`src/rtl/distribute_node_fifo.sv`:
```
// Per-node receive buffer behind the node lane of a distribute switch.
// Latency: 1 cycle write-to-read; first-word-fall-through head word.
// Backpressure: none upstream; words arriving while full are dropped and flagged.
module distribute_node_fifo #(
    parameter int DATA_WIDTH = 32,
    parameter int FIFO_DEPTH = 4,
    localparam int CNT_WIDTH = $clog2(FIFO_DEPTH) + 1
) (
    input  logic                  clk,
    input  logic                  rst,
    input  logic                  i_valid,
    input  logic [DATA_WIDTH-1:0] i_data,
    input  logic                  i_ready,
    output logic                  o_valid,
    output logic [DATA_WIDTH-1:0] o_data,
    output logic [CNT_WIDTH-1:0]  o_count,
    output logic                  o_full,
    output logic                  o_overflow,
    input  logic                  i_clr_overflow
);

    localparam int PTR_WIDTH = $clog2(FIFO_DEPTH);
    localparam logic [CNT_WIDTH-1:0] DEPTH_CNT = CNT_WIDTH'(FIFO_DEPTH);

    logic [DATA_WIDTH-1:0] mem [FIFO_DEPTH];
    logic [PTR_WIDTH-1:0]  wr_ptr;
    logic [PTR_WIDTH-1:0]  rd_ptr;
    logic [CNT_WIDTH-1:0]  cnt;
    logic                  push;
    logic                  pop;
    logic                  accept;
    logic                  drop;

    // Handshake decode; a pop frees a slot so a push into a full buffer still lands.
    always_comb begin
        push   = i_valid;
        pop    = i_ready && o_valid;
        accept = push && (!o_full || pop);
        drop   = push && o_full && !pop;
    end

    // Storage array carries no reset; only the control state does.
    always_ff @(posedge clk) begin
        if (accept) begin
            mem[wr_ptr] <= i_data;
        end
    end

    // Pointers wrap naturally at FIFO_DEPTH; occupancy tracked separately.
    always_ff @(posedge clk) begin
        if (rst) begin
            wr_ptr <= '0;
            rd_ptr <= '0;
            cnt    <= '0;
        end else begin
            if (accept) begin
                wr_ptr <= wr_ptr + 1'b1;
            end
            if (pop) begin
                rd_ptr <= rd_ptr + 1'b1;
            end
            if (accept && !pop) begin
                cnt <= cnt + 1'b1;
            end else if (pop && !accept) begin
                cnt <= cnt - 1'b1;
            end
        end
    end

    // Sticky drop flag; a drop in the same cycle as a clear keeps it set.
    always_ff @(posedge clk) begin
        if (rst) begin
            o_overflow <= 1'b0;
        end else if (drop) begin
            o_overflow <= 1'b1;
        end else if (i_clr_overflow) begin
            o_overflow <= 1'b0;
        end
    end

    // Outputs come from registered state only; head word masked to zero when empty.
    always_comb begin
        o_valid = (cnt != '0);
        o_full  = (cnt == DEPTH_CNT);
        o_count = cnt;
        o_data  = o_valid ? mem[rd_ptr] : '0;
    end

endmodule
```
`config.mk`:
```
export PLATFORM = sky130hd
export DESIGN_NAME = distribute_node_fifo
export DESIGN_NICKNAME = d
export VERILOG_FILES = /design/src/rtl/distribute_node_fifo.sv
export SDC_FILE = /design/constraint.sdc
export NUM_CORES = 1
export LEC_CHECK = 0
export CAP_MARGIN = 5
export CORE_MARGIN = 5
export CORE_UTILIZATION = 30
export CTS_CLUSTER_DIAMETER = 30
export CTS_CLUSTER_SIZE = 40
export DETAILED_ROUTE_END_ITERATION = 6
export GPL_TIMING_DRIVEN = 0
export PLACE_DENSITY = 0.48
export SLEW_MARGIN = 30
export SYNTH_ARGS = -nofsm -noshare
export SYNTH_HDL_FRONTEND = slang
export SYNTH_SLANG_ARGS = --single-unit
export TNS_END_PERCENT = 50
```
`constraint.sdc`:
```
create_clock -name clk -period 2.5 [get_ports clk]
set_clock_uncertainty 0.15 [all_clocks]
set_input_delay 0.375 -clock clk [delete_from_list [all_inputs] [get_ports clk]]
set_output_delay 0.375 -clock clk [all_outputs]
set_load 0.005 [all_outputs]
```
After elaboration in Yosys (flattened, before gate mapping)
Memory sizes are Yosys's and may differ from the RTL's. A register that Yosys moved wholly into a read port is not among the register bits. Cells that the tools add are included.

RAM bits: 128. Memories kept: 1. Output and inout port bits: 38. Flip-flop bits (word level): 8.

Memory list: mem (words 4, bits a word 32, read ports 1, clocked after Yosys merged registers in 1, write ports 1, line 25) `logic [DATA_WIDTH-1:0] mem [FIFO_DEPTH];`.

Reduce and logical (&&, ||, !) cells: 13. $add $sub $neg: 4. Equal/unequal tests: 1. Muxes and demuxes: 9.

Operators by type and width (count): 32-bit two-way mux (1); 1-bit logical AND (6); 3-bit two-way mux (2); 2-bit by 1-bit adder with 2-bit output (second input constant) (2); 1-bit two-way mux (4); 2-bit two-way mux (2); 2-bit nonzero test (2); 3-bit by 1-bit adder with 3-bit output (second input constant) (1); 3-bit == test (second input constant) (1); 1-bit logical NOT (3); 3-bit nonzero test (1); 3-bit by 1-bit subtractor with 3-bit output (second input constant) (1); 1-bit logical OR (1).

Logic depth before layout (Yosys ltp)
Depth in word-level cells: 8. Depth in mapped cells: 8.

Worst setup path before layout
OpenSTA, ideal clock, no wires.

Path kind: reg-to-reg. From: register cnt[0] (netlist: o_count[0]). To: register cnt[2] (netlist: o_count[2]). Stages on the path, launching flop included: 9. Period minus slack after synthesis: 2.234 ns. Setup time: 0.070 ns. Required time: 2.280 ns. Arrival: 2.013 ns. Setup slack: 0.266 ns. Cells stage by stage: dfxtp_1 nor3b_2 a21boi_2 ha_1 inv_1 fa_1 xor2_1 or3_1 a21oi_1.

Word-level cells in the longest chain between the ends: 7. Elaborated cells on any way between the ends: 15.

Ends and longest elaborated chain: from (decl) (line 28) `logic [CNT_WIDTH-1:0] cnt;`; from (signal assigned) (line 63) `cnt <= cnt + 1'b1;`; from (signal assigned) (line 65) `cnt <= cnt - 1'b1;`; 3-bit == test (*) (line 84) `o_full = (cnt == DEPTH_CNT);`; named net o_full (line 17) `output logic o_full,`; 1-bit logical NOT (*) (line 38) `accept = push && (!o_full || pop);`; 1-bit logical OR (*) (line 38); 1-bit logical AND (*) (line 38); named net accept (line 31) `logic accept;`; 1-bit logical NOT (line 64) `end else if (pop && !accept) begin`; 1-bit logical AND (line 64); 2-bit nonzero test (no line).

The timed path passes the listed nets; every way through them passes the cells marked *. The select of a mux whose other input is x is not followed. A chain may end at the register's enable or synchronous reset.

==> results.toml <==
[worst_setup_path]
cp.required_ps = 1980
worstSetupEndpointType = "output port"
startpoint_type = "register"
critical_path_class = "reg -> out"
cp_max_fo = 7
worstPathArrival_ps = 1940

[timing]
clock.fmax_mhz = 405
setup_viol = 0
slew_headroom_pct = 57.8
fin_crit_sh_pct = 98.7
grt_setup_unrepaired = "yes"
tightest_slew_ps = 633
fin_setup_tns_ps = 0
drv_slew = 0
setup_ws_ps = 33.1
fin_crit_ps = 2470
hold_violations = 0

[clocking]
worstSkewPairLatency_ps = 410
cts_tree = "built"
cts_made_buffers = 17
cts.sinks = 138
h-tree-depth = 4
clock-root-buffer = "clkbuf_16"
path_clk_slew_ps = 50
clk_path_buf_depth = 2

[global_routing]
antenna_found_initial = 0
grt_start_max_net_pins = 33
grt_pass1_wl_mm = 16.6
track_usage_pct = 11.1
grt_pass1_vias = 2906
grt_overflow = 0

[layout]
design_area_mm2 = 0.00722
diodes = 0
layout-drive-gt1-share_pct = 30.9
final_core_util_pct = 41.5
nFillCells = 1607
area_growth_pct = 34.9
nets = 406

[synthesis]
seq_area_frac_synth_pct = 75.5
yosys_warnings = 0
synthDistinctLibCells = 25
yosys_most_used_dff = "edfxtp_1"
synth_edf_count = 128
synth.avg_cell_area_um2 = 20.9
synth_area_mm2 = 0.00535
synth_seq_cells = 138
synth_top_area_cell = "edfxtp_1"
syn-num-nets = 299
yosysTopAreaCellShare_pct = 71.8
async_reset_ff_share_pct = 0
syn_inst = 256
ys_top_cells_by_area = "edfxtp_1 72%, mux4_2 13%, dfxtp_1 3.7%, nor2b_1 3.7%, ha_1 1.2%"

[placement]
place.gp.congestion = 0.651
pre_cts_ws_ps = -328
placed_area_mm2 = 0.00641
dp_hpwl_mm = 6.33
io_buffers = 74

[power]
power_density_mw_per_mm2 = 1090
power_uw = 7850
leakagePower_uw = 0.00247
vdd_drop_max_v = 0.000524

[routing]
post_drt_wl_per_cell_um = 17.9
drc = 0
first_pass_iters = 4
wirelength_mm = 10.8
vias = 2669
drt_iter0_markers = 146
drtAntennaViolNets = 0
avgViaCountPerCell = 4.44

[flow_run]
max-cap-violations = 0

[floorplanning]
initial_core_util_pct = 30.7
dieArea_mm2 = 0.0206
die_h_um = 144
die_x_um = 144
ios = 75
rows = 48
core_area_mm2 = 0.0174

[min_path]
hold_class = "reg -> reg"

[status]
status = "finished clean"
-- layout make-up --
class | count | area, um^2 | area share (%)
sequential | 138 | 4050 | 56.0
multi-input combinational | 101 | 1300 | 18.0
timing repair buffer | 89 | 880 | 12.2
clock buffer | 20 | 437 | 6.05
tap | 225 | 282 | 3.90
clock inverter | 12 | 130 | 1.80
buffer | 10 | 125 | 1.73
inverter | 6 | 22.5 | 0.312
-- flip-flops by register name, indices dropped and copies added, names as in the netlist, named ones only --
| name | flops |
|---|---|
| o_count | 3 |
| mem | 128 |
| o_overflow | 1 |
| wr_ptr | 2 |
| rd_ptr | 2 |
-- final timing paths --
path                   start    endpoint  slack, ps  cells past startpoint
setup / recovery    register  o_data[30]         30                      6
setup reg to reg  o_count[2]  o_count[2]        160                      8
hold reg to reg    rd_ptr[1]   rd_ptr[1]        340                      2
hold / removal     rd_ptr[1]   rd_ptr[1]        340                      2
-- per-stage QoR --
step                instances  hold slack (ps)
floorplan                 256              309
global placement          555              326
detailed placement        556              326
CTS                       597              345
global route              601              374
finish                    601              341
-- logic make-up after synthesis --
kind of cell             Yosys count  synth area share (%)
flip-flops                       138                  75.5
multiplexers                      35                  14.0
AND/OR/NAND/NOR                   50                  5.66
adder cells (fa/ha/maj)            6                  1.54
buffers and inverters             17                  1.82
AO/OA/AOI/OAI                      7                 0.888
XOR/XNOR                           3                 0.491
-- routing by layer --
| metal | global-route usage [%] | part of all wire, % |
|---|---|---|
| met3 | 3.53 | 5.2 |
| met5 | 0 | 0 |
| met2 | 17.6 | 49 |
| met4 | 4.91 | 1.5 |
| met1 | 14.1 | 44 |
-- worst max-delay path, stage by stage (launching register included) --
cell and delay, ps:
dfxtp_2 340, buf_12 140, buf_12 110, buf_12 110
mux4_2 480, nor2b_1 150, clkdlybuf4s15_2 210
-- placed cells by master, fill, tap and decap left out, types with 4 or more instances in the layout --
master	count
clkbuf_1	4
buf_6	4
clkbuf_16	17
nor2b_4	8
ha_1	5
clkbuf_2	13
dlygate4sd2_1	5
clkinv_1	6
dfxtp_1	7
clkdlybuf4s50_1	42
buf_4	7
edfxtp_1	128
clkdlybuf4s15_1	10
buf_12	7
inv_1	6
nor2b_1	22
nor2_1	7
mux4_2	32
-- cell usage after synthesis (2+ instances only) --
library cell  number
inv_1              6
buf_6              4
ha_1               5
xor2_1             3
a21oi_1            2
buf_2              3
mux4_2            32
edfxtp_1         128
dfxtp_1           10
nand2b_1           2
clkbuf_1           4
nor2_1             7
and2_1             4
nor2b_1           32
mux2i_1            2
or3_1              2
o21ai_0            2
-- repair_timing --
action	4_1_cts	5_1_grt
resized for setup	82	46
buffers inserted	6	7
hold buffers	0	0
pin swaps	2	1
gates cloned	3	0
endpoints found under the setup margin	34	32
-- where the power goes --
part           internal [uW]  switching [uW]
sequential              2760             107
clock                   1540             866
combinational           1490            1080
total                   5790            2050
(Power assumes the default switching activity.)
